===== src/rtl/ternary_r_feeder_pkg.sv =====
// Shared constants for the ternary r-coefficient feeder: canonical 2-bit trit codes
// and the elaboration-time helpers used to size counters and word geometry.
package ternary_r_feeder_pkg;

    localparam logic [1:0] T_ZERO = 2'b00;
    localparam logic [1:0] T_POS  = 2'b01;
    localparam logic [1:0] T_NEG  = 2'b11;
    localparam logic [1:0] T_BAD  = 2'b10;

    function automatic int clog2(input int value);
        int r;
        r = 0;
        for (int i = 0; i < 31; i++) begin
            if ((1 << i) < value) r = i + 1;
        end
        return r;
    endfunction

    function automatic int cdiv(input int num, input int den);
        return (num + den - 1) / den;
    endfunction

    function automatic int codes_per_word(input int width);
        return width / 2;
    endfunction

endpackage


===== src/rtl/ternary_r_feeder_trit_unpack.sv =====
// Selects one 2-bit trit from the active word and folds the unused 10 code to zero,
// flagging it so the feeder can record the corruption.
module ternary_r_feeder_trit_unpack
    import ternary_r_feeder_pkg::*;
#(
    parameter int W = 32
) (
    input  logic [W-1:0]                           word,
    input  logic [clog2(codes_per_word(W))-1:0]    slot,
    output logic [1:0]                             code,
    output logic                                   err
);

    logic [1:0] raw;

    assign raw = word[{slot, 1'b0} +: 2];

    always_comb begin
        code = T_ZERO;
        err  = 1'b0;
        case (raw)
            T_POS:   code = T_POS;
            T_NEG:   code = T_NEG;
            T_BAD:   err  = 1'b1;
            default: code = T_ZERO;
        endcase
    end

endmodule


===== src/rtl/ternary_r_feeder.sv =====
// Unpacks the AXI4-Stream packed ternary polynomial r and streams one canonical
// 2-bit code per cycle to the multiplier core, with a one-word prefetch buffer.
module ternary_r_feeder
    import ternary_r_feeder_pkg::*;
#(
    parameter int N = 509,
    parameter int P = 3,
    parameter int W = 32
) (
    input  logic                      clk,
    input  logic                      rst_n,
    input  logic                      start,
    input  logic [W-1:0]              s_axis_tdata,
    input  logic                      s_axis_tvalid,
    output logic                      s_axis_tready,
    input  logic                      s_axis_tlast,
    output logic [1:0]                r_out,
    output logic                      r_valid,
    input  logic                      r_ready,
    output logic                      r_last,
    output logic [clog2(N-1)-1:0]     r_idx,
    output logic                      busy,
    output logic                      done,
    output logic                      code_err,
    output logic                      tlast_err
);

    localparam int CPW = codes_per_word(W);
    localparam int WPP = cdiv(N, CPW);
    localparam int SW  = clog2(CPW);
    localparam int WCW = clog2(WPP + 1);
    localparam int IW  = clog2(N - 1);

    localparam logic [WCW-1:0] WPP_C    = WCW'(WPP);
    localparam logic [WCW-1:0] WLAST_C  = WCW'(WPP - 1);
    localparam logic [IW-1:0]  LAST_C   = IW'(N - 1);
    localparam logic [SW-1:0]  SLOT_END = SW'(CPW - 1);

    localparam logic [1:0] S_IDLE = 2'd0;
    localparam logic [1:0] S_LOAD = 2'd1;
    localparam logic [1:0] S_EMIT = 2'd2;
    localparam logic [1:0] S_DONE = 2'd3;

    if (P != 3) begin : g_p_check
        $error("ternary_r_feeder: only p=3 (2-bit ternary codes) is supported");
    end

    logic [1:0]     state;
    logic [W-1:0]   sr;
    logic [W-1:0]   pf;
    logic           pf_full;
    logic [SW-1:0]  slot;
    logic [WCW-1:0] wcnt;
    logic [IW-1:0]  ccnt;

    logic [1:0] code;
    logic       bad;
    logic       emit;
    logic       words_left;
    logic       ax_hs;
    logic       r_hs;
    logic       last_c;
    logic       slot_end;
    logic       tlast_bad;
    logic       direct_reload;

    ternary_r_feeder_trit_unpack #(.W(W)) u_unpack (
        .word (sr),
        .slot (slot),
        .code (code),
        .err  (bad)
    );

    assign emit          = (state == S_EMIT);
    assign words_left    = (wcnt < WPP_C);
    assign s_axis_tready = ((state == S_LOAD) && words_left) || (emit && !pf_full && words_left);
    assign ax_hs         = s_axis_tvalid && s_axis_tready;
    assign r_hs          = emit && r_ready;
    assign last_c        = (ccnt == LAST_C);
    assign slot_end      = (slot == SLOT_END);
    assign tlast_bad     = s_axis_tlast ? (wcnt < WLAST_C) : (wcnt == WLAST_C);

    // A word arriving exactly as the active word drains with PF empty goes straight
    // into SR, so the stream keeps running instead of falling back to LOAD.
    assign direct_reload = r_hs && !last_c && slot_end && !pf_full && ax_hs;

    assign r_valid = emit;
    assign r_out   = emit ? code : T_ZERO;
    assign r_last  = emit && last_c;
    assign r_idx   = ccnt;
    assign busy    = (state == S_LOAD) || emit;
    assign done    = (state == S_DONE);

    always_ff @(posedge clk) begin
        if (!rst_n) begin
            state     <= S_IDLE;
            sr        <= '0;
            pf        <= '0;
            pf_full   <= 1'b0;
            slot      <= '0;
            wcnt      <= '0;
            ccnt      <= '0;
            code_err  <= 1'b0;
            tlast_err <= 1'b0;
        end else begin
            if (ax_hs) begin
                wcnt <= wcnt + 1'b1;
                if (tlast_bad) tlast_err <= 1'b1;
            end
            if (emit && bad) code_err <= 1'b1;

            case (state)
                S_IDLE: begin
                    if (start) begin
                        state     <= S_LOAD;
                        ccnt      <= '0;
                        wcnt      <= '0;
                        slot      <= '0;
                        pf_full   <= 1'b0;
                        code_err  <= 1'b0;
                        tlast_err <= 1'b0;
                    end
                end
                S_LOAD: begin
                    if (ax_hs) begin
                        sr    <= s_axis_tdata;
                        slot  <= '0;
                        state <= S_EMIT;
                    end
                end
                S_EMIT: begin
                    if (r_hs) begin
                        if (last_c) begin
                            state <= S_DONE;
                        end else begin
                            ccnt <= ccnt + 1'b1;
                            if (slot_end) begin
                                slot <= '0;
                                if (pf_full) begin
                                    sr      <= pf;
                                    pf_full <= 1'b0;
                                end else if (ax_hs) begin
                                    sr <= s_axis_tdata;
                                end else begin
                                    state <= S_LOAD;
                                end
                            end else begin
                                slot <= slot + 1'b1;
                            end
                        end
                    end
                    if (ax_hs && !direct_reload) begin
                        pf      <= s_axis_tdata;
                        pf_full <= 1'b1;
                    end
                end
                S_DONE: begin
                    state <= S_IDLE;
                end
                default: begin
                    state <= S_IDLE;
                end
            endcase
        end
    end

endmodule


===== config.mk =====
export PLATFORM = sky130hd
export DESIGN_NAME = ternary_r_feeder
export DESIGN_NICKNAME = d
export VERILOG_FILES = /design/src/rtl/ternary_r_feeder_pkg.sv /design/src/rtl/ternary_r_feeder_trit_unpack.sv /design/src/rtl/ternary_r_feeder.sv
export SDC_FILE = /design/constraint.sdc
export NUM_CORES = 1
export LEC_CHECK = 0
export CORE_AREA = 2 2 118 120
export DETAILED_ROUTE_END_ITERATION = 8
export DIE_AREA = 0 0 120 122
export HOLD_SLACK_MARGIN = 0.02
export PLACE_DENSITY = 0.59
export SLEW_MARGIN = 20
export SYNTH_ARGS = -nofsm -noshare
export SYNTH_HDL_FRONTEND = slang
export SYNTH_SLANG_ARGS = --single-unit

===== constraint.sdc =====
create_clock -name clk -period 2.9 [get_ports clk]
set_input_delay 0.58 -clock clk [delete_from_list [all_inputs] [get_ports clk]]
set_output_delay 0.58 -clock clk [all_outputs]
set_load 0.01 [all_outputs]

==> results.txt <==
Status = finished clean
Hold Buf Count CTS = 0
H-tree levels = 3
Setup violators final = 0
Data required time of the critical path = 2320 ps
Measured slew at the worst slew-check pin = 580 ps
Via count = 3261
Min Hold Slack = 478 ps
Layout Area Growth over Synthesis = 24.6%
Setup crit end kind = output port
# resized after CTS = 4
Crit-path max FO = 6
RSZ-0062 raised after global routing = no
Setup TNS = 0 ps
Initial antenna violation count = 0
All-layer global routing usage = 0.140
Inserted Clock Buffers = 9
Overall power consumption = 3.62 mW
Post-layout util = 0.389
Die footprint = 0.0146 mm2
Largest net degree at the start of global routing = 37
Die Y = 122 um
Sequential share of the synthesized area = 0.418
Commonest cells after routing, fill and taps aside = dfxtp_1 (86), nor2_1 (56), clkdlybuf4s50_1 (55)
Max_cap viols = 0
Average cell area after synthesis = 10.2 um2
Worst hold path type = register to register
Reg2reg start = slot[0]
WL/cell = 15.2 um
Tcrit/Tclk final = 0.954
Clock skew = 5.26 ps
CTS clk-pin slew, worst paths = 60 ps
Leakage power = 1.77 nW
Max VDD drop = 0.000353 V
Slew margin rel. = 0.611
Clk buf depth = 2
Die W = 120 um
Warnings from Yosys = 0
Synth top area share = 0.418
IO Port Bufs = 55
Post-DP Area = 0.00493 mm2
Mapped cell area = 0.00422 mm2
DRT Pass-1 Iters = 4
Adder-Cell Fraction of Synth Area = 0.0267
Fmax = 0.361 GHz
Netlist cell types = 50
TritonCTS clock tree = yes
Number of global-route vias before repair = 3242
Crit path DAT = 2190 ps
Largest cells by area after synthesis = dfxtp_1 (42%), mux2i_1 (10%), o221a_1 (8.0%), o22a_1 (6.4%), nor2_1 (5.0%)
Grt total ovfl = 0
DRT iter0 DRCs = 186
Post-synthesis mux area share = 0.129
Largest family of logic cells by synthesized area = compound AO/OA/AOI/OAI gates
Synth Net Count = 459
Core box area = 0.0135 mm2
Nets = 510
Commonest non-fill, non-tap cell in the layout = dfxtp_1
Compound-Gate Fraction of Synth Area = 0.215
CP Class = register to output port
Antenna diodes = 0
Drt total wl = 9830 um
Fraction of the mapped netlist area in simple logic gates = 0.136
Final critical path time including I/O delays and setup = 2770 ps
First-pass GRT wire length = 16500 um
RD Place Congestion = 0.819
Root Buffer Master = clkbuf_16
Post-Synth XOR/XNOR Area = 0.0249
Post-Layout Inst Area = 0.00526 mm2
Worst-Skew Late Latency = 340 ps
Post-synthesis cell count = 412
Biggest area consumer among synthesized cells = dfxtp_1
Row count = 43
Fin. Hold Viols = 0
Post-CTS setup buffers = 0
CP startpoint kind = register
Worst Hold Launch = tlast_err
Critical Path Source = slot[0]
Sink Count = 88
Async set or reset register ratio after synthesis = 0
Layout cells sized above 1 = 0.115
HPWL after DPL = 7080 um
Max-slew violations = 0
Most common flop cell mapped by yosys = dfxtp_1
Power Density = 690 mW/mm2
IO Pins = 56
Antenna Violating Nets Remaining = 0
Post-synth EDFFs = 0
Vias per inst = 5.03
Residual DRC = 0
Synth Register Bits = 88
Initial cell density of the core = 0.312
[report_power, final]
part           switching [mW]  total, mW  internal [mW]
combinational           0.515      0.981          0.467
sequential              0.118       1.49           1.38
clock                   0.482       1.15          0.667
total                    1.11       3.62           2.51
[state kept, by name, indices dropped and copies added, names as in the netlist]
name and count:
code_err 1, tlast_err 1, r_idx 9, pf 32
wcnt 6, sr 32, state 2, slot 4
pf_full 1
[synthesized netlist by cell type, drive strengths merged, types with 7 or more instances]
cell type	n
dfxtp	88
nor2	56
mux2i	45
o221a	32
o22a	31
a21oi	19
clkbuf	16
nand2	16
buf	15
xor2	10
ha	9
inv	9
nand3	7
[metrics by stage]
stage,std cells,setup WS [ps]
floorplan,412,818
detailed placement,632,207
CTS,648,20.6
global route,648,25.9
finish,648,132
global placement,632,278
[cell families after synthesis]
group / count (synthesis)
compound gates: 100
xor+xnor: 12
fa+ha+maj: 9
buf+inv: 40
flops: 88
mux: 49
simple gates: 114
[worst paths after layout]
path	end	slack, ps	cells after the start
worst max-delay path	r_out[0]	130	5
worst min-delay path	tlast_err	480	2
worst max register to register	sr[7]	550	8
worst min register to register	tlast_err	480	2
[routing by layer]
metal  share of wire  wire length (um)  track usage
met2            0.44              4290        0.213
met5               0                 0            0
met1            0.51              5040        0.199
met4           0.012               116       0.0434
met3           0.039               383       0.0309
[cell type report]
cell class	instances	area [um2]
Fill cell	1332	8250
Multi-Input combinational cell	284	2260
Sequential cell	88	1770
Tap cell	180	225
Clock buffer	9	225
Inverter	9	33.8
Clock inverter	7	72.6
Timing Repair Buffer	71	674
[critical path, cell delays in order, from the launching register on]
cell             delay [ps]
dfxtp_4                 410
mux4_2                  510
mux2i_1                 140
mux2i_1                 120
and2_1                  200
clkdlybuf4s50_1         470
(Power assumes the default switching activity.)
